### config.mk
export PLATFORM = sky130hd
export DESIGN_NAME = uart_tx_buffer
export DESIGN_NICKNAME = d
export VERILOG_FILES = /design/src/rtl/uart_tx_buffer.sv
export SDC_FILE = /design/constraint.sdc
export NUM_CORES = 1
export LEC_CHECK = 0
export CORE_ASPECT_RATIO = 2
export CORE_MARGIN = 2
export CORE_UTILIZATION = 30
export CTS_BUF_LIST = sky130_fd_sc_hd__clkbuf_2
export DETAILED_ROUTE_END_ITERATION = 8
export GPL_ROUTABILITY_DRIVEN = 0
export GPL_TIMING_DRIVEN = 0
export REMOVE_ABC_BUFFERS = 1
export SLEW_MARGIN = 30
export SYNTH_ARGS = -nofsm -noshare
export SYNTH_HDL_FRONTEND = slang
export SYNTH_SLANG_ARGS = --single-unit
export TNS_END_PERCENT = 1
### constraint.sdc
create_clock -name clk -period 7 [get_ports clk]
set_clock_uncertainty 0.1 [all_clocks]
set_input_delay 0.7 -clock clk [delete_from_list [all_inputs] [get_ports clk]]
set_output_delay 0.7 -clock clk [all_outputs]
set_load 0.01 [all_outputs]
### src/rtl/uart_tx_buffer.sv
// Byte FIFO feeding an 8N1 LSB-first UART transmitter; first start bit drives one cycle after the push edge.
// Backpressure: tx_wait is high while the FIFO is full, and a send during tx_wait is dropped.
module uart_tx_buffer #(
  parameter int DEPTH_LOG2 = 4,
  parameter int BAUD_DIV   = 573
) (
  input  logic       clk,
  input  logic       reset,
  input  logic       send,
  input  logic [7:0] data,
  output logic       tx_wait,
  output logic       tx_empty,
  output logic       txd
);

  localparam int DEPTH = 1 << DEPTH_LOG2;
  localparam int BW    = $clog2(BAUD_DIV);
  localparam logic [BW-1:0]       BAUD_LAST = BW'(BAUD_DIV - 1);
  localparam logic [DEPTH_LOG2:0] FULL      = (DEPTH_LOG2 + 1)'(DEPTH);

  typedef enum logic [1:0] {IDLE, START, DATA, STOP} state_t;

  state_t                state, state_d;
  logic [7:0]            mem [DEPTH];
  logic [DEPTH_LOG2-1:0] wptr, rptr;
  logic [DEPTH_LOG2:0]   count;
  logic [BW-1:0]         baud_cnt, baud_cnt_d;
  logic [2:0]            bit_idx, bit_idx_d;
  logic [7:0]            shift, shift_d;
  logic                  txd_d, push, pop, baud_done;

  assign tx_wait   = (count == FULL);
  assign tx_empty  = (count == '0) && (state == IDLE);
  assign push      = send && !tx_wait;
  assign baud_done = (baud_cnt == BAUD_LAST);

  // txd_d is the line level for the cycle after this edge, so txd stays a pure register.
  always_comb begin
    state_d    = state;
    baud_cnt_d = baud_cnt + BW'(1);
    bit_idx_d  = bit_idx;
    shift_d    = shift;
    txd_d      = txd;
    pop        = 1'b0;
    case (state)
      IDLE: begin
        baud_cnt_d = '0;
        txd_d      = 1'b1;
        if (count != '0) begin
          pop     = 1'b1;
          shift_d = mem[rptr];
          state_d = START;
          txd_d   = 1'b0;
        end
      end
      START: begin
        if (baud_done) begin
          baud_cnt_d = '0;
          bit_idx_d  = 3'd0;
          state_d    = DATA;
          txd_d      = shift[0];
        end
      end
      DATA: begin
        if (baud_done) begin
          baud_cnt_d = '0;
          if (bit_idx == 3'd7) begin
            state_d = STOP;
            txd_d   = 1'b1;
          end else begin
            shift_d   = {1'b0, shift[7:1]};
            bit_idx_d = bit_idx + 3'd1;
            txd_d     = shift[1];
          end
        end
      end
      STOP: begin
        if (baud_done) begin
          baud_cnt_d = '0;
          if (count != '0) begin
            pop     = 1'b1;
            shift_d = mem[rptr];
            state_d = START;
            txd_d   = 1'b0;
          end else begin
            state_d = IDLE;
            txd_d   = 1'b1;
          end
        end
      end
      default: begin
        state_d = IDLE;
        txd_d   = 1'b1;
      end
    endcase
  end

  always_ff @(posedge clk) begin
    if (reset) begin
      state    <= IDLE;
      count    <= '0;
      wptr     <= '0;
      rptr     <= '0;
      baud_cnt <= '0;
      bit_idx  <= '0;
      shift    <= '0;
      txd      <= 1'b1;
    end else begin
      state    <= state_d;
      baud_cnt <= baud_cnt_d;
      bit_idx  <= bit_idx_d;
      shift    <= shift_d;
      txd      <= txd_d;
      if (push) wptr <= wptr + DEPTH_LOG2'(1);
      if (pop)  rptr <= rptr + DEPTH_LOG2'(1);
      count <= count + {{DEPTH_LOG2{1'b0}}, push} - {{DEPTH_LOG2{1'b0}}, pop};
    end
  end

  always_ff @(posedge clk) begin
    if (!reset && push) mem[wptr] <= data;
  end

endmodule

==> results summary, run 1 <==
The number of antenna violations at the first check in global routing is 1. TritonCTS built the clock tree. The vertical die dimension came out at 219 µm. The power per unit of standard cell area came out at 316 nW/µm². The proportion of netlist area held by the largest area contributor is 55.5%. The critical path in this run is classified as flip-flop to primary output.

After detailed routing, the number of remaining DRC violations is 0. In the final layout, the share of cells above drive strength 1 is 15.0%. The start point of the critical path is count[2].

The synthesized netlist occupies a cell area of 6930 µm². The worst register-to-register path begins at count[2]. The HPWL after detailed placement is between 9 and 10 mm. The vias per cell is 4.84.

Yosys attributes the largest share of cell area to edfxtp_1, dfxtp_1, mux4_2. The synthesized design contains 169 register bits. The number of unique standard cell types used by synthesis came out at between 40 and 50. The worst register-to-register path has a depth of 14.

The share of flip-flops with an asynchronous set or reset is 0%. The clock-pin slew of the registers on the worst-case setup and hold paths came out at ~0.24 ns. Post-CTS timing repair inserted 0 buffers for setup.

The remaining number of nets flagged by the antenna check after routing is 0. The actual transition at the worst max-transition pin came out at approximately 0.97 ns. The highest clock frequency the design can meet came out at 0.282 GHz. For the worst setup path, the data required time is 6.20 ns.

The detailed router's first-iteration violation count came out at 209. For this run, the number of Yosys warnings is 0. The quantity of gates resized following cts is 0. By count the netlist is led by edfxtp_1, nor2_1, dfxtp_1.

The clock latency at the later pin of the worst-skew pair is 0.73 ns. Counting the buffers created by CTS gives 17. The kind of start point of the critical path is a flip-flop. The tree is rooted in a clkbuf_2. The initial core utilization came out at 30.6%.

The leakage power came out at 2.45 nW. The final cycle utilization of the critical path is 50.6%. The arrival time at the worst endpoint came out at roughly 2.7 ns. The depth of the CTS H-tree came out at 4. The relative slew slack is a little over a third.

The gate count of the mapped netlist came out at 443. The number of global-route vias before repair is 3,930. The die outline area came out at 24,400 µm². The count of final setup violators came out at 0. The first global-routing pass estimated approximately 22 mm of wire. The final core area utilization came out at 33.6%.

After clock tree synthesis, the flow added hold-fix buffers numbering 0. In the final routed layout, each cell accounts on average for 18.7 µm. The worst setup path is captured at a primary output.

Among all flip-flop cells after synthesis, the most frequent one is edfxtp_1. The longest clock path from root to sink contains 2 buffers. Compared with the post-synthesis result, the final layout area differs by 9.90%.

The overflow left after global routing came out at 0. The count of buffers from port buffering came out at 13. The row count is 78. The final layout contains routed wiring with a total length of 14.0 mm.

The final count of pins violating max slew came out at 0. The count of TritonRoute iterations in the first routing pass came out at 5. The part of the Yosys area used for sequential elements came out at 67.4%. The number of nets in the finished design came out at 493. The worst register-to-register path ends at count[4].

The final-report hold violation count came out at 0. The most common cell in the synthesized netlist is edfxtp_1. The number of top-level design ports is 14. Of all nets on the critical path, the largest fanout is 4. The kind of path behind the tightest hold check is primary input to flip-flop. The overall power after layout is 0.00241 W.

The area of the core is 22,600 µm². The total vias in the final route came out at 3,646. The minimum clock period after layout came out at approximately 3.5 ns. The tree built by TritonCTS fans out to 169 sinks.

The largest net degree at the start of global routing is 32. The x dimension of the die is 111 µm. The number of violations of the max-capacitance limit is 0. VDD sags by at most 0.140 mV.

The per-instance average area after synthesis came out at 15.6 µm². The total global routing track utilization is 12.0%. The setup TNS came out at 0 ns. The number of synthesized flops with an enable pin came out at 128. The capturing instance or port of the critical path is tx_empty. The largest total area in the synthesized netlist belongs to edfxtp_1.

The flow ran to the end, and the final reports show no timing, DRC or antenna violations. For flop-to-flop paths, the worst setup slack is 3.72 ns. Setup repair after global routing left no endpoint under its margin.
[worst max-delay path, stage by stage (launching register included)]
cell and delay (ns):
dfxtp_1 0.36, inv_1 0.08, ha_1 0.17, nor4b_1 0.64, and2_1 0.24, clkdlybuf4s50_1 0.54
[layer usage]
metal / vias to the layer above / GRT usage (%) / share of wire (%)
met3: 18 / 2.29 / 2.4
met1: 1841 / 11.4 / 35
li1: 1724 / - / -
met4: 0 / 5.31 / 2.4
met2: 63 / 24.2 / 60
met5: - / 0 / 0
[state kept, by name, summed over array words and instances, names as in the netlist, named ones only]
register / count
wptr: 4
bit_idx: 3
state: 2
mem: 128
count: 5
baud_cnt: 10
shift: 8
txd: 1
rptr: 4
[power breakdown]
part,leakage (nW),switching [W],internal (W)
Clock,0.146,0.000331,0.000199
Combinational,0.813,0.000349,0.000324
Sequential,1.49,0.0000600,0.00114
[kinds of logic after synthesis]
kind of cell | count (synthesis) | share of synthesized area (%)
muxes | 41 | 11.5
adders and majority gates | 21 | 3.90
and+or+nand+nor | 112 | 7.71
DFF | 169 | 67.4
buffers and inverters | 31 | 2.20
AOI/OAI and AO/OA | 51 | 5.08
xor gates and xnor gates | 18 | 2.28
[layout by cell type, fill, tap and decap left out, types with 10 or more instances in the layout]
master             n
edfxtp_1         128
nor2_1            48
dfxtp_1           39
mux4_2            28
ha_1              20
clkbuf_2          19
inv_1             15
nand2_1           15
a21oi_1           15
a22oi_1           12
clkdlybuf4s50_1   12
xnor2_1           11
mux2i_1           10
[area by class of cell]
| class | count | area [µm²] |
|---|---|---|
| inverters | 15 | 56.3 |
| repair buffers | 15 | 165 |
| well taps | 280 | 350 |
| clock inverters | 11 | 149 |
| diodes | 1 | 2.50 |
| fillers | 2181 | 15000 |
| multi-input cells | 243 | 2120 |
| flip-flops and latches | 169 | 4670 |
| clock buffers | 19 | 95.1 |
[stage by stage]
stage	instance area, µm²	std cells	setup WS [ns]	hold slack, ns
after floorplan	6830	427	4.16	0.326
after global placement	7310	720	3.37	0.344
after CTS	7600	752	3.33	0.265
after detailed placement	7350	722	3.51	0.346
final	7610	753	3.46	0.324
after global routing	7610	753	3.21	0.289
[worst min-delay path by stage]
stage	start	endpoint	slack, ns	cells after the start
after global routing	reset	state[1]	0.29	2
after detailed placement	shift[0]	shift[0]	0.35	2
after global placement	shift[0]	shift[0]	0.34	2
after floorplan	shift[0]	shift[0]	0.33	2
after CTS	reset	state[1]	0.27	2
final	reset	state[1]	0.32	2
Note: power is estimated with default switching activity, not from simulation.
==> run 2: changes to the inputs <==
Clock period 7 ns to 3.3 ns, I/O delays scaled along.
==> results summary, run 2 (same netlist as run 1, synthesis figures left out) <==
Commonest cells after routing, fill and taps aside: edfxtp_1, nor2_1, dfxtp_1 (unchanged). The kind of start point of the critical path is a flip-flop (unchanged). List of cells traversed by the critical path: inv_1, ha_1, or2_2, nor2_1, ha_1, inv_1, ha_1, fa_1, a21oi_1, nor2_1, nor2_1, xnor2_1, nor2_1 (was inv_1, ha_1, nor4b_1, and2_1, clkdlybuf4s50_1).

The final routed wire length divided by cell count came to 18.6 µm (was 18.7 µm). The combined buffer and inverter count along the critical path was 2 (unchanged). The kind of capture point of the worst setup path is a flip-flop (was primary output).

The power per unit of standard cell area is 672 nW/µm² (was 316 nW/µm²). The count of TritonRoute iterations in the first routing pass is 8 (was 5). The layout overhead on the synthesized area was 10.3% (was 9.90%). The worst setup timing slack at the placement stage came to -0.0433 ns (was 3.51 ns). The overall power after layout is 0.00513 W (was 0.00241 W). The library cell used as clock root buffer is clkbuf_2 (unchanged). The leakage power came out at 2.46 nW (was 2.45 nW). The largest fanout on the critical path is 5 (was 4).

The total vias in the final route came out at 3,663 (was 3,646). The start point of the critical path is state[0] (was count[2]). The flip-flop count of the largest register, all copies and words added came out at 128 (unchanged).

The depth of the CTS H-tree is 4 (unchanged). The arrival time at the worst endpoint came out at 3.57 ns (was 2.74 ns). The estimated wirelength of the detail-placed design came out at 9.96 mm (unchanged). The clock tree from TritonCTS is yes (unchanged). The total number of clock tree sinks came out at 169 (unchanged). The startpoint of the most critical hold path was send (was reset). The detailed router's first-iteration violation count is 243 (was 209). The most frequent standard cell in the layout excluding fill and tap cells was edfxtp_1 (unchanged).

The final count of pins violating max slew came to 0 (unchanged). The vertical die dimension came to 219 µm (unchanged). The x dimension of the die came to 111 µm (unchanged). Registers with the highest flip-flop counts: mem (128), baud_cnt (10), shift (8) (unchanged).

The largest voltage drop on the vdd net is 0.298 mV (was 0.140 mV). The kind of cell adding the most delay to the critical path was adder cells (was simple AND/OR/NAND/NOR gates). The worst path needs 3.05 ns of the cycle, external delays included. The number of violations of the max-capacitance limit came out at 0 (unchanged). The clock-pin slew of the registers on the worst-case setup and hold paths came out at 0.25 ns (was 0.24 ns). The fraction of layout cells with a size suffix above 1 is 15.6% (was 15.0%). The row count came to 78 (unchanged). The post-CTS setup buffer count is 0 (unchanged). The required arrival time at the worst endpoint came out at 3.82 ns (was 6.20 ns). The maximum count of clock buffers along a single path came out at 2 (unchanged). The actual transition at the worst max-transition pin is 0.978 ns (was 0.973 ns). Status: complete, no violations (unchanged). The number of global-route vias before repair is 3,946 (was 3,930).

The largest register by flop count is mem (unchanged). The path type of the worst setup path was flip-flop to flip-flop (was flip-flop to primary output). The initial core utilization came out at 30.6% (unchanged). The standard cell with the maximum stage delay on the critical path is dfxtp_1 (was nor4b_1). The kind of path behind the tightest hold check is primary input to flip-flop (unchanged). The relative slew slack is 34.6% (was 34.9%). The number of CTS-inserted buffers is 17 (unchanged). Among the stages of the critical path, the cell type that occurs most often is nor2_1.

The number of nets in the finished design is 494 (was 493). The final setup slack of the worst path came out at 0.250 ns (was 3.46 ns). The area of the core is 22,600 µm² (unchanged). RSZ-0062 raised after global routing: no (unchanged). The total global routing track utilization came out at 12.0% (about the same). The total detailed-routing wirelength came to 14.0 mm (about the same). The final-report hold violation count came out at 0 (unchanged).

The count of buffers from port buffering is 13 (unchanged). The launching point of the worst reg2reg path was state[0] (was count[2]). The remaining number of nets flagged by the antenna check after routing is 0 (unchanged).

The count of final setup violators is 0 (unchanged). Timing would allow up to between 0.3 and 0.4 GHz. The die outline area was 24,400 µm² (unchanged). The count of fill cells added during filler insertion came to 2,178 (was 2,181). The global-route wire length before repair came out at 21.8 mm (was 21.7 mm).

The clock latency at the later pin of the worst-skew pair is 0.75 ns (was 0.73 ns). The vias per cell is 4.86 (was 4.84). The number of antenna violations at the first check in global routing is 1 (unchanged). The number of top-level design ports came out at 14 (unchanged). The residual DRC count is 0 (unchanged). The maximum single-stage delay on the critical path came out at 0.43 ns (was 0.64 ns). The largest net degree at the start of global routing came out at 32 (unchanged). The overflow left after global routing is 0 (unchanged).

Dividing the final minimum period by the clock period gives 92.4%.
[run 2: cell types whose count changed in the layout (fill, tap and decap cells not counted), sizes merged]
cell and change:
dlygate4sd3 +1
[run 2: final cells by class]
type                            instances  area, µm²  share of cell area (%)
Timing Repair Buffer                   16        175                    2.29
Antenna cell                            1       2.50                  0.0328
Clock inverter                         11        149                    1.95
Tap cell                              280        350                    4.59
Clock buffer                           19       95.1                    1.25
Inverter                               15       56.3                   0.737
Multi-Input combinational cell        243       2140                    28.0
Sequential cell                       169       4670                    61.1
[run 2: path summary, 6_finish.rpt]
check / endpoint / slack, ns / cells past startpoint
worst max-delay path: count[4] / 0.25 / 13
worst min-delay path: wptr[0] / 0.27 / 4
worst max register to register: count[4] / 0.25 / 13
worst min register to register: shift[0] / 0.37 / 2
[run 2: tightest hold or removal path: cells and delay by family]
family        cells  cell delay, ns
buf+inv           1            0.39
xor+xnor          1            0.14
simple gates      2            0.25
[run 2: through the flow]
stage | util, % | cell area, µm² | hold WS, ns | setup TNS [ns] | std cells
after floorplan | - | 6830 | 0.299 | 0 | 427
after global placement | 32.3 | 7310 | 0.344 | -1.80 | 720
after detailed placement | 32.5 | 7350 | 0.346 | -0.0433 | 722
after CTS | 33.6 | 7610 | 0.276 | 0 | 753
after global routing | 33.7 | 7640 | 0.308 | 0 | 754
final | 33.7 | 7640 | 0.269 | 0 | 754
[run 2: power breakdown]
group,internal [W],total [W],switching [W]
logic,0.000696,0.00144,0.000745
registers,0.00243,0.00256,0.000130
clock network,0.000423,0.00113,0.000711
total,0.00355,0.00513,0.00159
[run 2: what timing repair did]
action                                  4_1_cts  5_1_grt
resized for setup                             1        2
hold endpoints to repair                     17        0
pin swaps                                     0        0
hold buffers                                  1        0
cloned                                        0        0
endpoints found under the setup margin        2        1
[run 2: metal layers]
layer	vias to the layer above	global-route usage [%]	share of wire [%]	wire length, µm
met1	1846	11.4	34	4840
met5	-	0	0	0
met4	0	5.31	2.7	380
met2	64	24.3	60	8430
li1	1729	-	-	-
met3	24	2.29	2.9	403
